## config.mk

```make
export PLATFORM = sky130hd
export DESIGN_NAME = multicycle_processor
export DESIGN_NICKNAME = d
export VERILOG_FILES = /design/src/rtl/multicycle_processor.sv
export SDC_FILE = /design/constraint.sdc
export NUM_CORES = 1
export LEC_CHECK = 0
export CAP_MARGIN = 20
export CORE_MARGIN = 5
export CORE_UTILIZATION = 35
export DETAILED_ROUTE_END_ITERATION = 6
export PLACE_DENSITY_LB_ADDON = 0.15
export SYNTH_ARGS = -nofsm -noshare
export SYNTH_HDL_FRONTEND = slang
export SYNTH_SLANG_ARGS = --single-unit
export TNS_END_PERCENT = 10
```

## constraint.sdc

```tcl
create_clock -name clk -period 3.5 [get_ports clk]
set_clock_uncertainty 0.2 [all_clocks]
set_input_delay 0.7 -clock clk [delete_from_list [all_inputs] [get_ports clk]]
set_output_delay 0.7 -clock clk [all_outputs]
set_load 0.005 [all_outputs]
```

## src/rtl/multicycle_processor.sv

```systemverilog
// multicycle_processor: parametrised multicycle core.
// Each instruction is accepted by a valid/ready handshake in FETCH and then
// runs through EXEC, MEM (LW/SW only) and WB. The data memory sits inside the
// core and can also be written from outside through the mem_load port.
// Architectural state (registers, pc, instr_count, wb_reg/wb_data) is updated
// on the clock edge that enters WB. As a result, every WB-cycle output
// (wb_valid, retire, pc, instr_count, wb_data) already shows the finished
// instruction.
// Optional feature: define COND_BRANCH_EN to make op 11 branch only when
// R[rs] == R[rt]. Without it, op 11 always branches. Latency is the same in
// both builds.
module multicycle_processor #(
    parameter int DATA_WIDTH = 8,
    parameter int REG_ADDR_W = 2,
    parameter int PC_WIDTH   = 8,
    parameter int MEM_ADDR_W = 4,
    localparam int REG_COUNT = 2**REG_ADDR_W,
    localparam int INSTR_W   = 2 + 3*REG_ADDR_W
) (
    input  logic                  clk,
    input  logic                  reset,
    input  logic [INSTR_W-1:0]    instr,
    input  logic                  instr_valid,
    output logic                  instr_ready,
    output logic [PC_WIDTH-1:0]   pc,
    input  logic                  mem_load_en,
    input  logic [MEM_ADDR_W-1:0] mem_load_addr,
    input  logic [DATA_WIDTH-1:0] mem_load_data,
    output logic                  wb_valid,
    output logic [REG_ADDR_W-1:0] wb_reg,
    output logic [DATA_WIDTH-1:0] wb_data,
    output logic                  retire,
    output logic [15:0]           instr_count,
    output logic [1:0]            dbg_state
);

    // Handshake: an instruction transfers on a rising edge where instr_valid
    // and instr_ready are both high. instr_ready is high only in FETCH, and
    // instr is sampled only on that edge.

    localparam int MEM_DEPTH = 2**MEM_ADDR_W;

    localparam logic [1:0] OP_ADD = 2'b00;
    localparam logic [1:0] OP_LW  = 2'b01;
    localparam logic [1:0] OP_SW  = 2'b10;
    localparam logic [1:0] OP_BR  = 2'b11;

    typedef enum logic [1:0] {
        S_FETCH = 2'd0,
        S_EXEC  = 2'd1,
        S_MEM   = 2'd2,
        S_WB    = 2'd3
    } state_t;

    state_t state, next_state;

    logic [INSTR_W-1:0]    ir;
    logic [DATA_WIDTH-1:0] regs [REG_COUNT];
    logic [DATA_WIDTH-1:0] mem  [MEM_DEPTH];

    logic [1:0]            op;
    logic [REG_ADDR_W-1:0] rs_f, rt_f, rd_f;
    logic [DATA_WIDTH-1:0] imm_d;
    logic [PC_WIDTH-1:0]   imm_p;
    logic [DATA_WIDTH-1:0] rs_val, rt_val;
    logic [DATA_WIDTH-1:0] alu_res;
    logic                  br_taken;

    logic [MEM_ADDR_W-1:0] mem_addr_q;
    logic [DATA_WIDTH-1:0] sw_data_q;
    logic [DATA_WIDTH-1:0] mem_rdata;

    logic                  commit;
    logic                  reg_write;
    logic [REG_ADDR_W-1:0] wr_idx;
    logic [DATA_WIDTH-1:0] wr_val;
    logic [PC_WIDTH-1:0]   br_off;
    logic [PC_WIDTH-1:0]   pc_next;

    // Instruction fields: op | rs | rt | rd/imm
    assign op   = ir[INSTR_W-1 -: 2];
    assign rs_f = ir[3*REG_ADDR_W-1 -: REG_ADDR_W];
    assign rt_f = ir[2*REG_ADDR_W-1 -: REG_ADDR_W];
    assign rd_f = ir[REG_ADDR_W-1:0];

    assign imm_d = {{(DATA_WIDTH-REG_ADDR_W){rd_f[REG_ADDR_W-1]}}, rd_f};
    assign imm_p = {{(PC_WIDTH-REG_ADDR_W){rd_f[REG_ADDR_W-1]}}, rd_f};

    assign rs_val    = regs[rs_f];
    assign rt_val    = regs[rt_f];
    // LW reads the array during MEM. A same-cycle preload lands at the edge,
    // so the LW sees the old word.
    assign mem_rdata = mem[mem_addr_q];

`ifdef COND_BRANCH_EN
    assign br_taken = (rs_val == rt_val);
`else
    assign br_taken = 1'b1;
`endif

    // ALU: ADD sums the two registers; every other op forms base + imm.
    always_comb begin
        alu_res = rs_val + imm_d;
        if (op == OP_ADD) begin
            alu_res = rs_val + rt_val;
        end
    end

    // Commit control: ADD/BR commit on leaving EXEC, LW/SW on leaving MEM.
    always_comb begin
        commit    = ((state == S_EXEC) && ((op == OP_ADD) || (op == OP_BR)))
                    || (state == S_MEM);
        reg_write = commit && ((op == OP_ADD) || (op == OP_LW));
        wr_idx    = (op == OP_ADD) ? rd_f : rt_f;
        wr_val    = (state == S_MEM) ? mem_rdata : alu_res;
        br_off    = ((state == S_EXEC) && (op == OP_BR) && br_taken) ? imm_p : '0;
        pc_next   = pc + PC_WIDTH'(1) + br_off;
    end

    // FSM state register
    always_ff @(posedge clk or negedge reset) begin
        if (!reset) begin
            state <= S_FETCH;
        end else begin
            state <= next_state;
        end
    end

    // FSM next-state logic
    always_comb begin
        next_state = state;
        case (state)
            S_FETCH: if (instr_valid) next_state = S_EXEC;
            S_EXEC:  next_state = ((op == OP_LW) || (op == OP_SW)) ? S_MEM : S_WB;
            S_MEM:   next_state = S_WB;
            S_WB:    next_state = S_FETCH;
            default: next_state = S_FETCH;
        endcase
    end

    // FSM outputs: handshake, WB-cycle pulses and state visibility
    always_comb begin
        instr_ready = (state == S_FETCH);
        retire      = (state == S_WB);
        wb_valid    = (state == S_WB) && ((op == OP_ADD) || (op == OP_LW));
        dbg_state   = state;
    end

    // Instruction, EXEC latches, pc, counter and writeback view
    always_ff @(posedge clk or negedge reset) begin
        if (!reset) begin
            ir          <= '0;
            mem_addr_q  <= '0;
            sw_data_q   <= '0;
            pc          <= '0;
            instr_count <= '0;
            wb_reg      <= '0;
            wb_data     <= '0;
        end else begin
            if ((state == S_FETCH) && instr_valid) begin
                ir <= instr;
            end
            if (state == S_EXEC) begin
                mem_addr_q <= alu_res[MEM_ADDR_W-1:0];
                sw_data_q  <= rt_val;
            end
            if (commit) begin
                pc          <= pc_next;
                instr_count <= instr_count + 16'd1;
            end
            if (reg_write) begin
                wb_reg  <= wr_idx;
                wb_data <= wr_val;
            end
        end
    end

    // Register file: one write port, used at commit
    always_ff @(posedge clk or negedge reset) begin
        if (!reset) begin
            for (int i = 0; i < REG_COUNT; i++) begin
                regs[i] <= '0;
            end
        end else if (reg_write) begin
            regs[wr_idx] <= wr_val;
        end
    end

    // Data memory: external preload, then the core SW (later assignment wins)
    always_ff @(posedge clk or negedge reset) begin
        if (!reset) begin
            for (int i = 0; i < MEM_DEPTH; i++) begin
                mem[i] <= '0;
            end
        end else begin
            if (mem_load_en) begin
                mem[mem_load_addr] <= mem_load_data;
            end
            if ((state == S_MEM) && (op == OP_SW)) begin
                mem[mem_addr_q] <= sw_data_q;
            end
        end
    end

endmodule

```

==> flow_summary.json <==
{
  "die_h_um": 194,
  "p_leak_nw": 5.95,
  "drt_iter0_drc": 509,
  "fillerInstances": 3267,
  "run_status": "finished, final reports clean",
  "diodes": 0,
  "worstSetupPathType": "flop to primary output",
  "htreeDepth": 1,
  "ir_drop_mv": 0.489,
  "portBuffers": 62,
  "drc": 0,
  "globalplace.congestion": 0.833,
  "grt_pass1_vias": 8452,
  "clockBufferDepth": 3,
  "antenna_left": 0,
  "max_cap_viol_count": 0,
  "reg_top3": "mem x128, regs x32, instr_count x16",
  "grt-ovfl-total": 0,
  "path_clk_slew_ns": 0.06,
  "async_flop_share": 1.00,
  "synth_top_area_frac": 0.457,
  "worstSetupEndpointType": "primary output",
  "routedWlPerCell_um": 20.3,
  "ys_seq_elements": 216,
  "arrival_ns": 2.43,
  "syn_area_um2": 11800,
  "ys_warn_count": 0,
  "tns_ns": 0,
  "cts_tree": "done",
  "viasPerCell": 5.19,
  "coreArea_um2": 33400,
  "cp.required_ns": 2.60,
  "synth_nets": 1161,
  "finalInstanceArea_um2": 13900,
  "yosysTopAreaCell": "dfrtp_1",
  "synthDistinctLibCells": 58,
  "die_area_um2": 37600,
  "cts_root_buf": "clkbuf_16",
  "areaGrowthSynthToFinish_pct": 17.7,
  "clock_sinks": 216,
  "grt_max_degree": 74,
  "rows": 67,
  "critPathLaunchType": "flop",
  "insertion_delay_ns": 0.55,
  "cellPowerDensity_nw_per_um2": 985,
  "cts_buffers": 26,
  "fmax_mhz": 300,
  "dr.pass1.iters": 5,
  "p_total_w": 0.0137,
  "tightest_slew_ns": 0.877,
  "relSlewSlack": 0.414,
  "final_max_slew_viol_count": 0,
  "io_pins": 63,
  "avgSynthCellArea_um2": 10.6,
  "startpoint": "ir[6]",
  "r2r_start": "ir[2]",
  "die_w_um": 194,
  "min_period_over_period": 0.952,
  "finalSetupViolations": 0,
  "drt_wl_total_um": 33300,
  "grtUsageTotal": 0.176,
  "dp_hpwl_um": 22700,
  "start_util": 0.354,
  "crit_fanout": 19,
  "place_area_um2": 13000,
  "synthesis.instances": 1118,
  "synth_ff_type": "dfrtp_1",
  "min_period_ns": 3.33,
  "synth_edf_count": 0,
  "largest_register_ffs": 128,
  "holdCritStartpoint": "instr_count[15]",
  "rsz0062_at_grt": "false",
  "synthTopCellsByArea": "dfrtp_1 (46%), mux2i_1 (12%), mux4_2 (8.6%), a21oi_1 (4.8%), nor2_1 (4.3%)",
  "ys_seq_area_frac": 0.457,
  "nets": 1216,
  "vias": 8510,
  "grt_pass1_wl_um": 52900,
  "regMostFlops": "mem",
  "drive_gt1_frac": 0.148,
  "antenna_found_initial": 0,
  "hold_class": "flop to flop",
  "finalHoldViolCount": 0
}
## power by group
group / internal, W / switching [W] / total [W]
Combinational: 0.00298 / 0.00315 / 0.00614
Clock: 0.00170 / 0.00108 / 0.00278
Sequential: 0.00365 / 0.00114 / 0.00480
## layout make-up
class / instances / area (um2) / area share
flip-flops and latches: 216 / 5410 / 0.388
inverters: 10 / 37.5 / 0.00270
multi-input cells: 810 / 6010 / 0.432
clock inverters: 4 / 81.3 / 0.00584
clock buffers: 43 / 805 / 0.0578
repair buffers: 109 / 1020 / 0.0732
well taps: 448 / 561 / 0.0403
## through the flow
stage	hold WS [ns]	setup slack (ns)	utilization	std cells
3_3_place_gp	0.261	0.122	0.389	1591
6_report	0.265	0.167	0.416	1640
5_1_grt	0.281	0.0273	0.416	1640
2_1_floorplan	0.204	0.0144	-	1118
4_1_cts	0.275	0.0578	0.416	1639
3_5_place_dp	0.267	0.0538	0.389	1591
## layer usage
| metal | vias up | wire, um | GRT usage |
|---|---|---|---|
| met4 | 0 | 576 | 0.0323 |
| met5 | - | 0 | 0 |
| met3 | 44 | 1370 | 0.0221 |
| li1 | 4111 | - | - |
| met1 | 4164 | 16300 | 0.263 |
| met2 | 191 | 15000 | 0.277 |
## worst paths after layout
check / end / slack, ns / cells after the start
max in group asynchronous: mem[65] / 1.70 / 4
min reg2reg: instr_count[15] / 0.27 / 1
max reg2reg: regs[30] / 0.19 / 10
min: instr_count[15] / 0.27 / 1
min in group asynchronous: wb_data[6] / 0.54 / 2
max: wb_valid / 0.17 / 6
## cell usage after synthesis, types with 10 or more instances
library cell	instances
buf_2	15
mux2i_1	143
mux2_2	22
a21oi_1	113
xor2_1	10
o21ai_0	54
xnor2_1	16
mux4_2	45
inv_1	10
nand4_1	10
dfrtp_1	216
nor2_1	136
nand2_1	105
clkbuf_1	43
o21ai_1	15
buf_1	13
nand3_1	23
ha_1	18
## worst max-delay path, cell delays in order, from the launching register on
cell and delay, ns:
dfrtp_1 0.38, inv_1 0.08, ha_1 0.22, buf_4 0.21, or2_2 0.37, and2_1 0.18, clkdlybuf4s50_1 0.44
## repair_timing
action,in CTS,in global routing
setup endpoints to repair,0,5
hold buffers,1,0
buffers inserted,0,1
gates resized for setup,0,2
hold endpoints to repair,68,0
## cell usage in the layout, fill, tap and decap left out, types with 6 or more instances in the layout
| cell type | n |
|---|---|
| mux2_2 | 22 |
| clkbuf_8 | 9 |
| clkbuf_1 | 8 |
| ha_1 | 18 |
| inv_1 | 10 |
| xor2_1 | 10 |
| nand4_1 | 10 |
| a21oi_1 | 113 |
| buf_4 | 43 |
| nor2_2 | 9 |
| nand2_1 | 105 |
| dfrtp_1 | 215 |
| mux2i_1 | 143 |
| clkdlybuf4s50_1 | 61 |
| nand2b_1 | 6 |
| nand3_1 | 23 |
| nor2_1 | 136 |
| xnor2_1 | 16 |
| mux4_2 | 45 |
| clkbuf_16 | 26 |
| o21ai_1 | 18 |
| o21ai_0 | 51 |
## cell families after synthesis
| family | after synthesis | synth area share |
|---|---|---|
| and+or+nand+nor | 336 | 0.128 |
| AOI/OAI and AO/OA | 216 | 0.105 |
| DFF | 216 | 0.457 |
| adders and majority gates | 19 | 0.0207 |
| xor gates and xnor gates | 26 | 0.0193 |
| muxes | 213 | 0.234 |
| buffers and inverters | 92 | 0.0355 |
Power figures use the tool's default switching activity.
==> variant (same settings) <==
Set the parameter `MEM_ADDR_W` to 5 (it was 4).
--- a/src/rtl/multicycle_processor.sv
+++ b/src/rtl/multicycle_processor.sv
@@ -15,3 +15,3 @@
     parameter int PC_WIDTH   = 8,
-    parameter int MEM_ADDR_W = 4,
+    parameter int MEM_ADDR_W = 5,
     localparam int REG_COUNT = 2**REG_ADDR_W,
Ports: changed (resized mem_load_addr); port bits go from 63 to 64. The function was not compared with the original's and may differ.
==> variant against the unedited design <==
- count of clock-buffer cells in the layout up 18
- worst setup slack gained 0.031 ns
- wire length grew 79%
- via count increased by 66%
- synthesized cell count grew 63%
- synthesized area is 59% higher
- largest cell class unchanged
- cell count is 61% higher
- sequential share of layout area rose by 0.36 points
- critical path depth grew 5
- power is 50% higher
- sequential cell count increased by 129
- final area is 58% higher
==> variant: results (changes against the unedited design) <==
stage,metric,value,unit,change
outcome,outcome,completed,,
cells_and_area,clkbuf_count,61,,+42%
grt,antenna_found_initial,1,,+1
critical_path,crit_start,ir[2],,
grt,use_met1,0.288,,+0.0244
cells_and_area,multiInputGateArea,0.00949,mm²,+58%
pwr,ir_drop,414,µV,-15%
yosys,ys_types,65,,+12%
critical_path,cp_data_arrival_time,3.54,ns,+1.11 ns
cells_and_area,clock_area_frac,0.0633,,-0.000327
pwr,p_leak,9.41,nW,+58%
cells_and_area,seq-cell-share,0.392,,+0.00362
detailed_routing,wl_met3,3060,µm,+120%
cells_and_area,reg_top3,"mem (256), regs (32), instr_count (16)",,
placed_design,io_buffers,63,,+1.6%
placed_design,hpwl,39000,µm,+72%
grt,use_met2,0.315,,+0.0378
grt,grt_first_pass_wirelength,91500,µm,+73%
grt,met3_usage,0.0320,,+0.00996
detailed_routing,wl_met1,27900,µm,+71%
cells_and_area,fill_cells,5224,,+60%
cells_and_area,signal_buffers,175,,+61%
clocking,cts_buffers,43,,+65%
detailed_routing,post_drt_via_cell_ratio,5.36,,+3.2%
critical_path,max_stage_delay,0.54,ns,+0.10 ns
critical_path,critPathCapture,regs[30],,
yosys,ys_top_cells_by_area,"dfrtp_1, mux2i_1, mux4_2, a21oi_1, nor2_1",,
critical_path,cp_top_family,compound AO/OA/AOI/OAI gates,,
critical_path,worst_path_max_delay_cell,mux4_2,,
critical_path,worstRegToRegCells,11,,+1
placed_design,pre_cts_ws,0.213,ns,+0.159 ns
clocking,cts_setup_buffers,0,,unchanged
grt,grt_pass1_vias,14100,,+67%
cells_and_area,instances_no_fill,2634,,+61%
clocking,clk_latency,0.58,ns,+0.03 ns
cells_and_area,layout-drive-gt1-share,0.157,,+0.00889
cells_and_area,utilization,0.412,,-0.00388
placed_design,place_congestion,0.890,,+6.9%
pwr,power.switching,0.00805,W,+50%
timing,hold_ws,0.268,ns,+0.00326 ns
detailed_routing,wl_per_cell,22.6,µm,+11%
yosys,syn_nets,1868,,+61%
pwr,fin_total_pwr,0.0205,W,+50%
grt,grt_start_max_net_pins,78,,+5.4%
yosys,ys_seq_area_frac,0.460,,+0.00262
placed_design,placed_area,0.0206,mm²,+59%
pwr,powerSeq,0.00747,W,+56%
cells_and_area,buf_share,0.0722,,-0.00101
cells_and_area,nets,1953,,+61%
yosys,synth_common_cells,"dfrtp_1, mux2i_1, nor2_1",,
clocking,cts.htree.levels,2,,+1
yosys,syn_avg_cell_area,10.3,µm²,-2.7%
timing,timing.slew.headroom,0.275,,-0.139
cells_and_area,n_all_inverters,15,,+5
detailed_routing,routed.top_layer,met5,,
detailed_routing,dr_wl_met2,27000,µm,+80%
pwr,power_density,931,mW/mm²,-5.5%
cells_and_area,multi_input_gates,1329,,+64%
timing,fmax,303,MHz,+0.93%
variant: changes by cell type after synthesis, moves of 49 or more:
| cell | delta |
|---|---|
| clkbuf_1 | +51 |
| nor2_1 | +92 |
| o21ai_0 | +49 |
| nand2_1 | +99 |
| mux2i_1 | +134 |
| dfrtp_1 | +129 |
| a21oi_1 | +78 |
variant: cells by family after synthesis:
kind of cell | after synthesis | share of synthesized area
XOR/XNOR | 27 | 0.0126
AND/OR/NAND/NOR | 528 | 0.119
multiplexers | 381 | 0.251
AO/OA/AOI/OAI | 374 | 0.109
buffers and inverters | 150 | 0.0355
adder cells (fa/ha/maj) | 19 | 0.0131
flip-flops | 345 | 0.460
variant: repair_timing:
item | CTS | global route
hold endpoints to repair | 68 | 0
setup endpoints to repair | 0 | 10
gates resized for setup | 0 | 2
hold buffers | 1 | 0
